File: src/rtl/switch_arbiter.sv
// Central round-robin scheduler for the 4-port switch. It grants a whole multicast target set or nothing, and drives the per-output mux selects.
// Optional build macro ARB_TIMEOUT_EN adds sticky per-input wait-timeout flags.
module switch_arbiter #(
  parameter int NPORTS = 4
`ifdef ARB_TIMEOUT_EN
  ,
  parameter int WAIT_LIMIT = 64
`endif
) (
  input  logic                  clk,
  input  logic                  rst_n,
  input  logic [NPORTS-1:0]     req,
  input  logic [NPORTS*4-1:0]   req_target,
  input  logic [NPORTS-1:0]     out_enable,
  output logic [NPORTS-1:0]     grant,
  output logic [NPORTS*2-1:0]   mux_select,
  output logic [NPORTS-1:0]     out_active
`ifdef ARB_TIMEOUT_EN
  ,
  input  logic                  timeout_clr,
  output logic [NPORTS-1:0]     timeout_err
`endif
);

  logic [NPORTS-1:0]   tgt [NPORTS];
  logic [NPORTS-1:0]   eligible;
  logic [NPORTS-1:0]   win;
  logic [NPORTS-1:0]   claimed;
  logic [1:0]          idx;
  logic                first_found;
  logic [1:0]          first_idx;

  logic [NPORTS-1:0]   grant_q, grant_d;
  logic [NPORTS*2-1:0] sel_q, sel_d;
  logic [NPORTS-1:0]   claimed_q, claimed_d;
  logic [NPORTS*2-1:0] mux_select_q, mux_select_d;
  logic [NPORTS-1:0]   out_active_q, out_active_d;
  logic [1:0]          rr_ptr_q, rr_ptr_d;

  for (genvar g = 0; g < NPORTS; g++) begin : g_tgt
    assign tgt[g] = req_target[4*g +: 4];
    // A target set touching any disabled output is never partially served.
    assign eligible[g] = req[g] & ~grant_q[g] & (tgt[g] != '0)
                       & ((tgt[g] & ~out_enable) == '0);
  end

  always_comb begin
    claimed     = '0;
    win         = '0;
    idx         = '0;
    first_found = 1'b0;
    first_idx   = '0;
    for (int k = 0; k < NPORTS; k++) begin
      idx = rr_ptr_q + k[1:0];
      if (eligible[idx] && ((tgt[idx] & claimed) == '0)) begin
        win[idx] = 1'b1;
        claimed  = claimed | tgt[idx];
        if (!first_found) begin
          first_found = 1'b1;
          first_idx   = idx;
        end
      end
    end
  end

  always_comb begin
    grant_d   = win;
    claimed_d = claimed;
    sel_d     = '0;
    for (int o = 0; o < NPORTS; o++) begin
      for (int i = 0; i < NPORTS; i++) begin
        if (win[i] && tgt[i][o]) begin
          sel_d[2*o +: 2] = i[1:0];
        end
      end
    end
    rr_ptr_d = first_found ? (first_idx + 2'd1) : rr_ptr_q;
  end

  // Second stage: unallocated outputs read back as zero.
  always_comb begin
    out_active_d = claimed_q;
    mux_select_d = '0;
    for (int o = 0; o < NPORTS; o++) begin
      if (claimed_q[o]) begin
        mux_select_d[2*o +: 2] = sel_q[2*o +: 2];
      end
    end
  end

  always_ff @(posedge clk or negedge rst_n) begin
    if (!rst_n) begin
      grant_q      <= '0;
      sel_q        <= '0;
      claimed_q    <= '0;
      mux_select_q <= '0;
      out_active_q <= '0;
      rr_ptr_q     <= '0;
    end else begin
      grant_q      <= grant_d;
      sel_q        <= sel_d;
      claimed_q    <= claimed_d;
      mux_select_q <= mux_select_d;
      out_active_q <= out_active_d;
      rr_ptr_q     <= rr_ptr_d;
    end
  end

  assign grant      = grant_q;
  assign mux_select = mux_select_q;
  assign out_active = out_active_q;

`ifdef ARB_TIMEOUT_EN
  localparam int CW = $clog2(WAIT_LIMIT + 1);
  localparam logic [CW-1:0] LIMIT = CW'(WAIT_LIMIT);

  logic [CW-1:0]     wait_cnt_q [NPORTS];
  logic [CW-1:0]     wait_cnt_d [NPORTS];
  logic [NPORTS-1:0] timeout_err_q, timeout_err_d;

  always_comb begin
    timeout_err_d = timeout_err_q;
    if (timeout_clr) begin
      timeout_err_d = '0;
    end
    for (int i = 0; i < NPORTS; i++) begin
      wait_cnt_d[i] = '0;
      if (req[i] && !win[i]) begin
        wait_cnt_d[i] = (wait_cnt_q[i] == LIMIT) ? wait_cnt_q[i] : wait_cnt_q[i] + 1'b1;
      end
      // A set in the same cycle as a clear takes priority.
      if (wait_cnt_d[i] == LIMIT) begin
        timeout_err_d[i] = 1'b1;
      end
    end
  end

  always_ff @(posedge clk or negedge rst_n) begin
    if (!rst_n) begin
      timeout_err_q <= '0;
      for (int i = 0; i < NPORTS; i++) begin
        wait_cnt_q[i] <= '0;
      end
    end else begin
      timeout_err_q <= timeout_err_d;
      for (int i = 0; i < NPORTS; i++) begin
        wait_cnt_q[i] <= wait_cnt_d[i];
      end
    end
  end

  assign timeout_err = timeout_err_q;
`endif

endmodule

File: config.mk
export PLATFORM = sky130hd
export DESIGN_NAME = switch_arbiter
export DESIGN_NICKNAME = d
export VERILOG_FILES = /design/src/rtl/switch_arbiter.sv
export SDC_FILE = /design/constraint.sdc
export NUM_CORES = 1
export LEC_CHECK = 0
export ABC_AREA = 0
export CAP_MARGIN = 20
export CORE_MARGIN = 2
export CORE_UTILIZATION = 51
export CTS_BUF_LIST = sky130_fd_sc_hd__clkbuf_8
export DETAILED_ROUTE_END_ITERATION = 8
export PLACE_DENSITY = 0.81
export SETUP_SLACK_MARGIN = 0.05
export SLEW_MARGIN = 10
export SYNTH_ARGS = -nofsm -noshare
export SYNTH_HDL_FRONTEND = slang
export SYNTH_SLANG_ARGS = --single-unit
File: constraint.sdc
create_clock -name clk -period 6.6 [get_ports clk]
set_clock_uncertainty 0.1 [all_clocks]
set_input_delay 1.32 -clock clk [delete_from_list [all_inputs] [get_ports clk]]
set_output_delay 1.32 -clock clk [all_outputs]
set_load 0.1 [all_outputs]
# After elaboration in Yosys (flattened, before gate mapping)
# Index checks and enable logic that the tools add are counted.
# word_totals
reg_bits,30
word_cells,149
# op_classes
addsub,4
order_cmp,12
mux,63
bitwise,34
n_reduce_logical,30
# ops
op,count
2-to-1 mux 4 bit,16
2-to-1 mux 2 bit,19
binary-select mux 4 bit (select 2 bit),4
bitwise AND 4 bit,7
zero test 4 bit,7
bitwise OR 4 bit,6
logical AND 1 bit,19
2-to-1 mux 1 bit,16
nonzero test 4 bit,4
bitwise AND 1 bit,12
">= comparator 3 bit, second input constant",4
"less-than comparator 2 x 3 -> 1 bit, second input constant",4
NOT 2 -> 3 bit,4
binary-select mux 1 bit (select 2 bit),4
demux 1 bit (select 2 bit),4
">= comparator 2 x 1 -> 1 bit, second input constant",4
"adder 2 x 1 -> 2 bit, second input constant",2
"adder 2 bit, second input constant",2
NOT 1 bit,4
NOT 4 bit,1

# Logic depth before layout (Yosys ltp)
# depth
ltp_word,23
mapped_depth,14
mapped_depth_nobuf,12

# Worst setup path after synthesis
# No wires, ideal clock.
# synth_timing
kind,input port to flip-flop
start,in req_target[4]
end,reg claimed_q[0]
setup_time_ns,0.126
arrival_time_ns,3.932
required_time_ns,6.374
path_slack_ns,2.442
cell_stages,11
cell_sequence,or4_1 o2111ai_1 or4_1 and2_1 buf_4 a21oi_1 or4_4 o21ai_1 o2bb2ai_2 nor2_1 a221o_1
# synth_between
elab_chain_cells,18
# synth_lines
element,line_no,text
"start, declared",13,"input logic [NPORTS*4-1:0] req_target,"
nonzero test 4 bit or bitwise AND 4 bit (tied branches),"43, 44",
bitwise AND 1 bit or zero test 4 bit (tied branches),"43, 44",
bitwise AND 1 bit,44,& ((tgt[g] & ~out_enable) == '0);
binary-select mux 1 bit (select 2 bit),55,if (eligible[idx] && ((tgt[idx] & claimed) == '0)) begin
2-to-1 mux 1 bit (not written as such),55,
2-to-1 mux 4 bit,55,
bitwise AND 4 bit,55,
zero test 4 bit,55,
[3 not listed],--,
zero test 4 bit,55,
logical AND 1 bit,55,
2-to-1 mux 4 bit,55,
bitwise AND 4 bit,55,
zero test 4 bit,55,
logical AND 1 bit,55,
2-to-1 mux 4 bit (*),55,
net claimed[0],28,logic [NPORTS-1:0] claimed;
"end signal, assigned",102,claimed_q <= claimed_d;
"end, declared",35,"logic [NPORTS-1:0] claimed_q, claimed_d;"
# The timed path passes the listed nets; every way through them passes the cells marked *. The select of a mux whose other input is x is not followed.
# A chain may end at the register's enable or synchronous reset.

# Final worst setup path
# layout_timing
start,in req_target[6]
end,reg grant_q[0] (netlist: grant[0])
# layout_between
elab_chain_cells,18
# layout_lines
element,line_no,text
nonzero test 4 bit or bitwise AND 4 bit (tied branches),"43, 44",
bitwise AND 1 bit or zero test 4 bit (tied branches),"43, 44",
bitwise AND 1 bit,44,
binary-select mux 1 bit (select 2 bit),55,
2-to-1 mux 1 bit (not written as such),55,
2-to-1 mux 4 bit,55,
bitwise AND 4 bit,55,
zero test 4 bit,55,
[3 not listed],--,
zero test 4 bit,55,
logical AND 1 bit,55,
2-to-1 mux 4 bit,55,
bitwise AND 4 bit,55,
zero test 4 bit,55,
logical AND 1 bit,55,
2-to-1 mux 4 bit (*),55,
net grant_d[0],33,"logic [NPORTS-1:0] grant_q, grant_d;"
"end signal, assigned",100,grant_q <= grant_d;
"end, declared",33,
# Marked as above.

==> qor.yml <==
yosys:
  synth_flop_cell: "dfrtp_1"
  postSynthCellCount: 235
  ys_types: 56
  synthesis.area_sq_um: 2400
  synth_top_cell_by_area: "dfrtp_1"
  yosysWarnings: 0
  synth_top_area_share_pct: 31.3
  ys_seq_elements: 30
  yosysMostFrequentCell: "dfrtp_1"
  synth_top_cells_by_count: "dfrtp_1 (30), inv_1 (25), mux4_2 (14)"
  syn_area_per_cell_sq_um: 10.2
  syn_nets: 270
  synth_area_leaders: "dfrtp_1 (31%), mux4_2 (13%), ha_1 (4.7%), inv_1 (3.9%), a22oi_1 (2.5%)"
  seq_area_frac_synth_pct: 31.3
  synth-async-reset-ratio_pct: 100
  synth_edf_count: 0
setup_path:
  cp_max_fo: 11
  critical_path.most_common_cell: "or4_1"
  worstSetupPathType: "primary input to register"
  path_cells: "clkdlybuf4s50_1, or4_1, o2111ai_1, or4_1, and2_1, a21oi_1, nor4_1, buf_4, a221oi_2, nand2_1, nor2_1, a221o_1"
  crit_slowest_cell: "a221oi_2"
  required_ps: 6710
  crit_path_end_kind: "register"
  critPathLaunch: "req_target[6]"
  critPathCapture: "grant[0]$_DFF_PN0_"
  startpoint_type: "primary input"
  crit_arrival_ps: 5130
  r2r_end: "grant[0]$_DFF_PN0_"
  r2r_cells: 10
  r2r_slack_ps: 1710
  rr_startpoint: "rr_ptr_q[1]$_DFFE_PN0P_"
  slowest_delay_ps: 660
place:
  place_inst: 325
  dpl_cell_area_sq_um: 2870
  dp.final_hpwl_um: 5230
  port_buffers: 41
  gp_congestion: 0.967
floorplanning:
  initial_core_util_pct: 54.0
  core_area_sq_um: 4440
  core.rowCount: 24
  dieWidth_um: 72.6
  top_level_ports: 42
  dieArea_sq_um: 5270
  die_y_um: 72.6
sta:
  worst_pin_slew_ps: 986
  setup_tns_ps: 0
  whs_ps: 293
  drv_slew: 0
  setup_viol: 0
  rsz0062_at_grt: "false"
  final-hold-violation-count: 0
  period_share_pct: 76.1
  slew_headroom_pct: 34.1
  min_period_ps: 5020
  max_freq_mhz: 199
route:
  vias_per_cell: 6.98
  vias: 2324
  ant_nets: 0
  avgRoutedWirePerCell_um: 20.6
  wl_met2_um: 3240
  top_layer: "met4"
  drt_pass1_iterations: 7
  drt-met1-wl_um: 2670
  drt_wl_total_um: 6870
  route.met3.wl_um: 707
  dr.first_iter.drc_count: 222
  drcViolationCount: 0
grt:
  grt_pass1_wl_um: 11400
  grt_max_degree: 31
  grt_antenna_before_repair: 0
  grt_pass1_vias: 2199
  grt_overflow: 0
  grt_use_total_pct: 28.1
finish:
  fin_nets: 315
  syn2layout_area_growth_pct: 23.6
  insertedDiodeCount: 0
  fillers: 340
  design_area_sq_um: 2970
  drive_above_1_share_pct: 14.6
  layout.cells.non_filler: 333
flow_run:
  drv_cap: 0
power_and_ir_drop:
  p_leak_nw: 1.28
  powerDensity_nw_per_um2: 454
  peakVddDrop_uv: 223
clock_tree:
  cts_buffer_depth: 2
  numCtsBuffers: 5
  cts_setup_buffers: 0
  htreeDepth: 2
  clkSlewWorstSetupHoldPaths_ps: 60
  clkLatencyLatePin_ps: 280
  cts_sinks: 30
  ctsResizeCount: 0
  cts_tree: "done"
  cts_hold_buf: 0
  clockRootBuffer: "clkbuf_8"
min_path:
  worstHoldPathType: "register to register"
run_status:
  status: "complete, no violations"
worst max-delay path, delay by kind of cell:
kind | cells | cell delay, ps
and+or+nand+nor | 6 | 1690
buffers and inverters | 2 | 790
AOI/OAI and AO/OA | 4 | 1340
layout make-up:
cell class	count	area (sq um)	share of cell area, %
multi-input cells	172	1520	51.2
flip-flops and latches	30	751	25.3
repair buffers	45	440	14.8
inverters	26	97.6	3.29
clock buffers	6	82.6	2.78
well taps	52	65.1	2.19
clock inverters	2	12.5	0.422
power breakdown:
group	switching [mW]	internal (mW)
combinational	0.587	0.326
sequential	0.0371	0.245
clock	0.0687	0.0836
placed cells by master, fill, tap and decap left out, drive strengths merged, types with 3 or more instances in the layout:
cell           instances
clkdlybuf4s50         41
dfrtp                 30
inv                   25
mux4                  14
nor2                  13
nand2                 11
and2                   9
ha                     9
o21ai                  9
a22oi                  8
o2111ai                8
or4                    7
o22ai                  6
a21oi                  6
clkbuf                 6
nor2b                  5
nor3                   4
o21a                   4
nand4                  4
o32ai                  4
a221o                  4
o21bai                 4
buf                    4
nand2b                 3
mux2i                  3
a211o                  3
a22o                   3
nor4                   3
state kept, by name (all words and copies together) (netlist names):
name,count
out_active,4
grant,4
claimed_q,4
sel_q,8
rr_ptr_q,2
mux_select,8
logic make-up after synthesis:
kind of cell             after synthesis  synth area share, %
AND/OR/NAND/NOR                       64                 14.9
buffers and inverters                 33                 5.47
multiplexers                          19                 15.3
flip-flops                            30                 31.3
AO/OA/AOI/OAI                         78                 27.6
XOR/XNOR                               2                0.730
adder cells (fa/ha/maj)                9                 4.69
metrics by stage:
stage	power (mW)	setup WS, ps	utilization, %
after floorplan	0.961	2440	-
after global placement	1.16	1510	64.6
after detailed placement	1.18	1440	64.6
after CTS	1.33	1740	66.8
after global routing	1.42	1410	66.8
final	1.35	1580	66.8
worst min-delay path by stage:
stage	startpoint	to	slack, ps	cells after the start
floorplan	claimed_q[0]$_DFF_PN0_	out_active[0]$_DFF_PN0_	260	0
global placement	claimed_q[1]$_DFF_PN0_	out_active[1]$_DFF_PN0_	270	0
detailed placement	claimed_q[0]$_DFF_PN0_	out_active[0]$_DFF_PN0_	280	0
CTS	claimed_q[0]$_DFF_PN0_	out_active[0]$_DFF_PN0_	300	0
global route	claimed_q[2]$_DFF_PN0_	out_active[2]$_DFF_PN0_	310	0
finish	claimed_q[1]$_DFF_PN0_	out_active[1]$_DFF_PN0_	290	0
per-layer routing:
metal	up-vias	global-route usage (%)
met1	1095	37.2
met2	187	44.8
met5	-	0
met3	28	4.83
li1	1014	-
met4	0	13.2
(Power assumes the default switching activity.)
